[config.mk]
export PLATFORM = sky130hd
export DESIGN_NAME = enemy_spawn_scheduler
export DESIGN_NICKNAME = d
export VERILOG_FILES = /design/src/rtl/enemy_spawn_scheduler.sv
export SDC_FILE = /design/constraint.sdc
export NUM_CORES = 1
export LEC_CHECK = 0
export BUFFER_PORTS_ARGS = -buffer_cell sky130_fd_sc_hd__buf_4
export CAP_MARGIN = 5
export CORE_MARGIN = 1.5
export CORE_UTILIZATION = 63
export CTS_BUF_LIST = sky130_fd_sc_hd__clkbuf_8
export DETAILED_ROUTE_END_ITERATION = 6
export PLACE_DENSITY = 0.9
export SYNTH_ARGS = -nofsm -noshare
export SYNTH_HDL_FRONTEND = slang
export SYNTH_SLANG_ARGS = --single-unit
[constraint.sdc]
create_clock -name clk_run -period 6.4 [get_ports clk_run]
set_clock_uncertainty 0.2 [all_clocks]
set_input_delay 0.64 -clock clk_run [delete_from_list [all_inputs] [get_ports clk_run]]
set_output_delay 0.64 -clock clk_run [all_outputs]
set_load 0.01 [all_outputs]
[src/rtl/enemy_spawn_scheduler.sv]
// Spawn scheduler for three enemy classes: per-class interval timers, free-slot search
// and round-robin arbitration. The result is one registered spawn pulse per cycle at most.
module enemy_spawn_scheduler #(
  parameter int unsigned SLOTS_C0    = 10,
  parameter int unsigned SLOTS_C1    = 4,
  parameter int unsigned SLOTS_C2    = 2,
  parameter int unsigned INTERVAL_C0 = 20000000,
  parameter int unsigned INTERVAL_C1 = 60000000,
  parameter int unsigned INTERVAL_C2 = 250000000,
  parameter int unsigned CNT_BIT_LEN = 28,
  parameter int unsigned IDX_BIT_LEN = 4
) (
  input  logic                   clk_run,
  input  logic                   rst_n,
  input  logic                   en_i,
  input  logic [1:0]             level_i,
  input  logic [SLOTS_C0-1:0]    busy_c0_i,
  input  logic [SLOTS_C1-1:0]    busy_c1_i,
  input  logic [SLOTS_C2-1:0]    busy_c2_i,
  output logic                   spawn_o,
  output logic [1:0]             spawn_class_o,
  output logic [IDX_BIT_LEN-1:0] spawn_idx_o,
  output logic [7:0]             drop_cnt_o
);

  typedef logic [CNT_BIT_LEN-1:0] cnt_t;

  localparam cnt_t IntvC0 = cnt_t'(INTERVAL_C0);
  localparam cnt_t IntvC1 = cnt_t'(INTERVAL_C1);
  localparam cnt_t IntvC2 = cnt_t'(INTERVAL_C2);

  localparam logic [15:0] ValidC0 = 16'((32'd1 << SLOTS_C0) - 32'd1);
  localparam logic [15:0] ValidC1 = 16'((32'd1 << SLOTS_C1) - 32'd1);
  localparam logic [15:0] ValidC2 = 16'((32'd1 << SLOTS_C2) - 32'd1);

  function automatic logic [3:0] lowest_idx(input logic [15:0] v);
    logic [3:0] idx;
    idx = '0;
    for (int i = 15; i >= 0; i--) begin
      if (v[i]) idx = 4'(i);
    end
    return idx;
  endfunction

  // State
  cnt_t [2:0]             cnt_q, cnt_d;
  logic [2:0]             pend_q, pend_d;
  logic [2:0][15:0]       rsv_q, rsv_d;
  logic [1:0]             rr_q, rr_d;
  logic                   spawn_q, spawn_d;
  logic [1:0]             class_q, class_d;
  logic [IDX_BIT_LEN-1:0] idx_q, idx_d;
  logic [7:0]             drop_q, drop_d;

  // Per-class combinational view
  cnt_t [2:0]       intv;
  cnt_t [2:0]       lim;
  logic [2:0][15:0] busy_pad;
  logic [2:0][15:0] valid;
  logic [2:0][15:0] free;
  logic [2:0][3:0]  slot;
  logic [2:0]       avail;
  logic [2:0]       tick;

  // Arbitration
  logic [2:0] grant;
  logic [1:0] gnt_cls;
  logic       found;
  logic [1:0] cand;

  logic [2:0] drop_vec;
  logic [8:0] drop_sum;

  always_comb begin
    intv     = {IntvC2, IntvC1, IntvC0};
    valid    = {ValidC2, ValidC1, ValidC0};
    busy_pad = {16'(busy_c2_i), 16'(busy_c1_i), 16'(busy_c0_i)};
    for (int c = 0; c < 3; c++) begin
      free[c]  = ~busy_pad[c] & ~rsv_q[c] & valid[c];
      slot[c]  = lowest_idx(free[c]);
      avail[c] = pend_q[c] & (|free[c]);
      // Level halves the interval per step; sampled live on every compare.
      lim[c]   = (intv[c] >> level_i) - cnt_t'(1);
      tick[c]  = en_i & (cnt_q[c] == lim[c]);
    end
  end

  always_comb begin
    grant   = '0;
    gnt_cls = '0;
    found   = 1'b0;
    cand    = '0;
    if (en_i) begin
      for (int k = 0; k < 3; k++) begin
        cand = 2'((int'(rr_q) + k) % 3);
        if (!found && avail[cand]) begin
          found       = 1'b1;
          grant[cand] = 1'b1;
          gnt_cls     = cand;
        end
      end
    end
  end

  always_comb begin
    cnt_d    = cnt_q;
    pend_d   = pend_q;
    rsv_d    = '0;
    rr_d     = rr_q;
    spawn_d  = found;
    class_d  = class_q;
    idx_d    = idx_q;
    drop_vec = '0;
    for (int c = 0; c < 3; c++) begin
      if (en_i) begin
        cnt_d[c]  = tick[c] ? '0 : cnt_q[c] + cnt_t'(1);
        // A grant consumes the old request; a coincident tick starts a new one.
        pend_d[c] = grant[c] ? tick[c] : (pend_q[c] | tick[c]);
      end
      drop_vec[c] = tick[c] & pend_q[c] & ~grant[c];
      // Hold the granted slot off for one cycle while its busy flag catches up.
      if (grant[c]) rsv_d[c] = 16'(1) << slot[c];
    end
    if (found) begin
      class_d = gnt_cls;
      idx_d   = IDX_BIT_LEN'(slot[gnt_cls]);
      rr_d    = (gnt_cls == 2'd2) ? 2'd0 : gnt_cls + 2'd1;
    end
    drop_sum = {1'b0, drop_q} + 9'(drop_vec[0]) + 9'(drop_vec[1]) + 9'(drop_vec[2]);
    drop_d   = drop_sum[8] ? 8'hFF : drop_sum[7:0];
  end

  always_ff @(posedge clk_run) begin
    if (!rst_n) begin
      cnt_q   <= '0;
      pend_q  <= '0;
      rsv_q   <= '0;
      rr_q    <= '0;
      spawn_q <= 1'b0;
      class_q <= '0;
      idx_q   <= '0;
      drop_q  <= '0;
    end else begin
      cnt_q   <= cnt_d;
      pend_q  <= pend_d;
      rsv_q   <= rsv_d;
      rr_q    <= rr_d;
      spawn_q <= spawn_d;
      class_q <= class_d;
      idx_q   <= idx_d;
      drop_q  <= drop_d;
    end
  end

  assign spawn_o       = spawn_q;
  assign spawn_class_o = class_q;
  assign spawn_idx_o   = idx_q;
  assign drop_cnt_o    = drop_q;

endmodule

**Word level (Yosys, flattened, before mapping)**

Index checks and enable logic that the tools add are counted.

- Reduce and logical (&&, ||, !) cells: 13
- Add/subtract/negate cells: 12
- Divide/modulo/power cells: 3
- Mux-type cells: 54
- Bitwise gates (word level): 29
- Shifts and indexed selects: 6
- Magnitude comparators: 7
- Equal/unequal tests: 4
- Multiply operators: 0

Operator list:

| operator | number |
|---|---|
| adder 28 x 1 -> 28 bit, second input constant | 3 |
| == test 28 bit | 3 |
| 2-to-1 mux 28 bit | 3 |
| subtractor 28 x 1 -> 28 bit, second input constant | 3 |
| modulo 32 x 3 -> 32 bit, second input constant | 2 |
| 2-to-1 mux 4 bit | 15 |
| modulo 3 x 3 -> 32 bit, second input constant | 1 |
| right shift 25 x 2 -> 28 bit, first input constant | 1 |
| right shift 26 x 2 -> 28 bit, first input constant | 1 |
| right shift 28 x 2 -> 28 bit, first input constant | 1 |
| inverter 10 bit | 2 |
| adder 9 x 1 -> 9 bit | 2 |
| 2-to-1 mux 3 bit | 6 |
| 2-to-1 mux 1 bit | 16 |
| bitwise AND 1 bit | 12 |
| < comparator 2 x 3 -> 1 bit, second input constant | 4 |
| 2-to-1 mux 2 bit | 6 |
| bitwise AND 10 bit | 1 |
| OR reduction 10 bit | 1 |
| << shifter 1 x 4 -> 10 bit, first input constant | 1 |
| adder 8 x 1 -> 9 bit | 1 |
| binary-select mux 4 bit (select 2 bit) | 1 |
| 2-to-1 mux 8 bit | 1 |
| inverter 4 bit | 2 |
| 20 further kinds | 39 |

- Output and inout port bits: 15
- Memories kept: 0
- Memory bits (writable): 0
- Latch bits: 0
- Logic and storage cells: 140
- Flip-flop bits (word level): 120
- Memory bits (read-only): 0
- Input port bits: 21

**Longest topological paths before layout**

- Word-level depth: 22
- Mapped depth: 19

**Worst setup path after synthesis**

Ideal clock, no wire load.

- Kind: input to register
- Start: in level_i[0]
- End: reg drop_q[0] (netlist: drop_cnt_o[0])
- Buffers on the path: 1
- Setup slack: 1.727 ns
- Stages on the path: 18
- Arrival time: 4.358 ns
- Cells stage by stage: inv_1 ha_1 inv_1 ha_1 xnor2_1 nor4_1 nand4_1 or4_1 buf_2 or2_1 fa_1 inv_1 ha_1 fa_1 nand2_1 nor2_1 and3_1 o21a_1

- Word-level cells in the longest chain between the ends: 10
- Elaborated cells on any way between the ends: 22
- Those cells by class: add/sub: 6; eq/ne: 3; shift: 3; mux: 1; bitwise: 9

RTL lines:

| item | line | text |
|---|---|---|
| start, declared | 16 | `input logic [1:0] level_i,` |
| right shift 25 x 2 -> 28 bit | 83 | `lim[c] = (intv[c] >> level_i) - cnt_t'(1);` |
| subtractor 28 x 1 -> 28 bit | 83 |  |
| == test 28 bit | 84 | `tick[c] = en_i & (cnt_q[c] == lim[c]);` |
| bitwise AND 1 bit | 84 |  |
| bitwise AND 1 bit (2 in series) | 120 | `drop_vec[c] = tick[c] & pend_q[c] & ~grant[c];` |
| adder 8 x 1 -> 9 bit | 129 | `drop_sum = {1'b0, drop_q} + 9'(drop_vec[0]) + 9'(drop_vec[1]) + 9'(drop_vec[2]);` |
| adder 9 x 1 -> 9 bit | 129 |  |
| adder 9 x 1 -> 9 bit (*) | 129 |  |
| 2-to-1 mux 8 bit (*) | 130 | `drop_d = drop_sum[8] ? 8'hFF : drop_sum[7:0];` |
| end signal, assigned | 151 | `drop_q <= drop_d;` |
| end, declared | 53 | `logic [7:0] drop_q, drop_d;` |

Every way passes the cells marked *; elsewhere a longest branch is shown, timed or not.
A chain may end at the register's enable or synchronous reset.

**Final worst setup path**

- Start: in level_i[1]
- End: reg drop_q[0] (netlist: drop_cnt_o[0])

Same word-level chain as after synthesis.

==> impl_metrics.py <==
metrics = {
    "run_status": {
        "outcome": "finished, final reports clean",
    },
    "die": {
        "die_area_um2": 10800,
        "start_util": 0.655,
        "die_y_um": 104,
        "die_w_um": 104,
        "core_area_um2": 9820,
        "row_count": 36,
        "design.portCount": 36,
    },
    "synth": {
        "yosys-top-cells-count": "nor2_1 (135), dfxtp_1 (120), nand2_1 (69), xor2_1 (65), nand3_1 (48)",
        "synth.avg_cell_area_um2": 8.23,
        "ys.warnings.count": 0,
        "synth_area_leaders": "dfxtp_1 (37%), xor2_1 (8.8%), nor2_1 (7.9%)",
        "yosysTopAreaCell": "dfxtp_1",
        "syn_area_um2": 6440,
        "syn_nets": 823,
        "syn_inst": 782,
        "synth_cell_types": 70,
        "synthArstFlopShare": 0,
        "synth_seq_cells": 120,
        "seq_area_frac_synth": 0.373,
        "synth_edf_count": 0,
        "synth_flop_cell": "dfxtp_1",
        "yosysMostFrequentCell": "nor2_1",
        "synth_top_area_frac": 0.373,
    },
    "critical_path": {
        "critPathKind": "in2reg",
        "r2r-end": "drop_cnt_o[0]",
        "r2r_start": "rr_q[1]",
        "cp.arrival_ns": 4.88,
        "critPathCaptureType": "flop",
        "worst_ep_required_time_ns": 6.53,
        "ff2ff_setup_slack_ns": 1.95,
        "crit_fanout": 10,
        "crit_end": "drop_cnt_o[0]",
        "startpoint_type": "primary input",
        "crit_start": "level_i[1]",
        "r2r_cells": 16,
    },
    "global_routing": {
        "first_global_vias": 5576,
        "grt_pass1_wl_um": 25200,
        "grt_max_degree": 27,
        "gr-usage-all-layers": 0.284,
        "antenna_found_initial": 0,
        "grt-ovfl-total": 0,
    },
    "sta": {
        "setup-tns-final_ns": 0,
        "fin_crit_ns": 4.75,
        "fmax_mhz": 210,
        "timing.final.crit_share": 0.743,
        "hold_viol": 0,
        "worst_slew_pin_slew_ns": 0.941,
        "relSlewSlack": 0.372,
        "finalMaxSlewViolations": 0,
        "grt_setup_unrepaired": "false",
        "finalSetupViolations": 0,
        "setup_ws_ns": 1.65,
        "fin_hold_ws_ns": 0.278,
    },
    "cts": {
        "cts_hold_buf": 0,
        "htreeDepth": 4,
        "cts-resized-gates": 0,
        "cts_max_path_buffers": 2,
        "cts_buffers": 17,
        "cts_sinks": 120,
        "tritoncts": "yes",
        "path_clk_slew_ns": 0.07,
        "post-cts-setup-buffer-count": 0,
        "insertion_delay_ns": 0.44,
        "root_buffer": "clkbuf_8",
    },
    "detailed_routing": {
        "drt_iter0_drc": 304,
        "final_antenna_net_count": 0,
        "route.met3.wl_um": 948,
        "vias": 5784,
        "wl_um": 15100,
        "wl_met1_um": 6400,
        "firstDrtPassIters": 5,
        "remaining_drc_errors": 0,
        "highest_layer": "met4",
        "viasPerCell": 6.03,
        "dr_wl_met2_um": 7450,
        "wl_per_cell_um": 15.7,
    },
    "power": {
        "p_leak_nw": 2.64,
        "power_density_nw_per_um2": 214,
        "vdd_drop_max_mv": 0.210,
    },
    "cells_and_area": {
        "areaGrowthSynthToFinish_pct": 11.0,
        "fillCellCount": 750,
        "layout.nets": 854,
        "diodes": 0,
        "instances_no_fill": 959,
        "drive_gt1_frac": 0.103,
        "seq_area_um2": 2400,
        "multi_input_area_um2": 3830,
    },
    "flow_run": {
        "maxCapViolations": 0,
    },
    "worst_hold_path": {
        "hp-class": "reg2reg",
    },
    "placed_design": {
        "dp_hpwl_um": 11000,
        "io_buffers": 35,
        "gp_congestion": 0.925,
        "pre_cts_ws_ns": 1.23,
        "dp.cells": 927,
    },
}
-- where the power goes --
| part | internal (mW) | total, mW | leakage, nW | switching [mW] |
|---|---|---|---|---|
| registers | 0.749 | 0.753 | 0.967 | 0.00373 |
| logic | 0.0305 | 0.0814 | 1.47 | 0.0509 |
| clock network | 0.391 | 0.696 | 0.207 | 0.306 |
-- how the worst min path moves through the flow --
stage | start | end | slack (ns) | cells past startpoint
floorplan | cnt_q[57] | cnt_q[57] | 0.26 | 2
global placement | spawn_class_o[0] | spawn_class_o[0] | 0.25 | 2
detailed placement | spawn_class_o[0] | spawn_class_o[0] | 0.27 | 2
CTS | busy_c2_i[1] | rsv_q[33] | 0.27 | 3
global route | busy_c2_i[1] | rsv_q[33] | 0.27 | 3
finish | spawn_class_o[0] | spawn_class_o[0] | 0.28 | 2
-- layer usage --
| layer | track usage | vias to the layer above |
|---|---|---|
| li1 | - | 2786 |
| met1 | 0.340 | 2761 |
| met2 | 0.484 | 202 |
| met3 | 0.0777 | 35 |
| met4 | 0.108 | 0 |
| met5 | 0 | - |
-- area by class of cell --
cell class / instances / area share
clock buffer: 18 / 0.0347
clock inverter: 14 / 0.0221
inverter: 19 / 0.00999
multi-input combinational: 620 / 0.537
sequential: 120 / 0.336
tap: 133 / 0.0233
timing repair buffer: 35 / 0.0368
-- per-stage QoR --
stage | area [µm²] | utilization | total power [mW]
floorplan | 6440 | - | 0.826
global route | 7140 | 0.727 | 1.58
global placement | 6740 | 0.686 | 0.847
detailed placement | 6740 | 0.686 | 0.850
CTS | 7140 | 0.727 | 1.54
finish | 7140 | 0.727 | 1.53
-- state kept, by name (all words and copies together) (netlist names) --
signal and cells:
cnt_q 84, spawn_idx_o 4, drop_cnt_o 8, rr_q 2
spawn_o 1, pend_q 3, rsv_q 16, spawn_class_o 2
-- cells by family (layout without fill, tap and decap cells) --
kind of cell,after synthesis,after routing,synth area share
multiplexers,2,2,0.00311
AO/OA/AOI/OAI,98,98,0.104
XOR/XNOR,108,108,0.147
AND/OR/NAND/NOR,392,392,0.301
flip-flops,120,120,0.373
adder cells (fa/ha/maj),20,20,0.0412
buffers and inverters,42,86,0.0311
-- placed cells by master, fill, tap and decap left out, types with 20 or more instances in the layout --
master     n
nor2_1   135
dfxtp_1  120
nand2_1   69
xor2_1    65
nand3_1   48
xnor2_1   43
buf_4     35
a21oi_1   32
nand4_1   24
inv_1     20
and3_1    20
-- critical path, cell delays in order --
cell      delay, ns
buf_4          0.15
inv_1          0.15
ha_1           0.37
or3_1          0.37
a222oi_1       0.36
nand4_1        0.11
or4_1          0.65
or2_1          0.31
fa_1           0.51
inv_1          0.05
ha_1           0.22
fa_1           0.44
nand2_1        0.11
nor2_1         0.07
and3_1         0.20
o21a_1         0.17
Note: power is estimated with default switching activity, not from simulation.
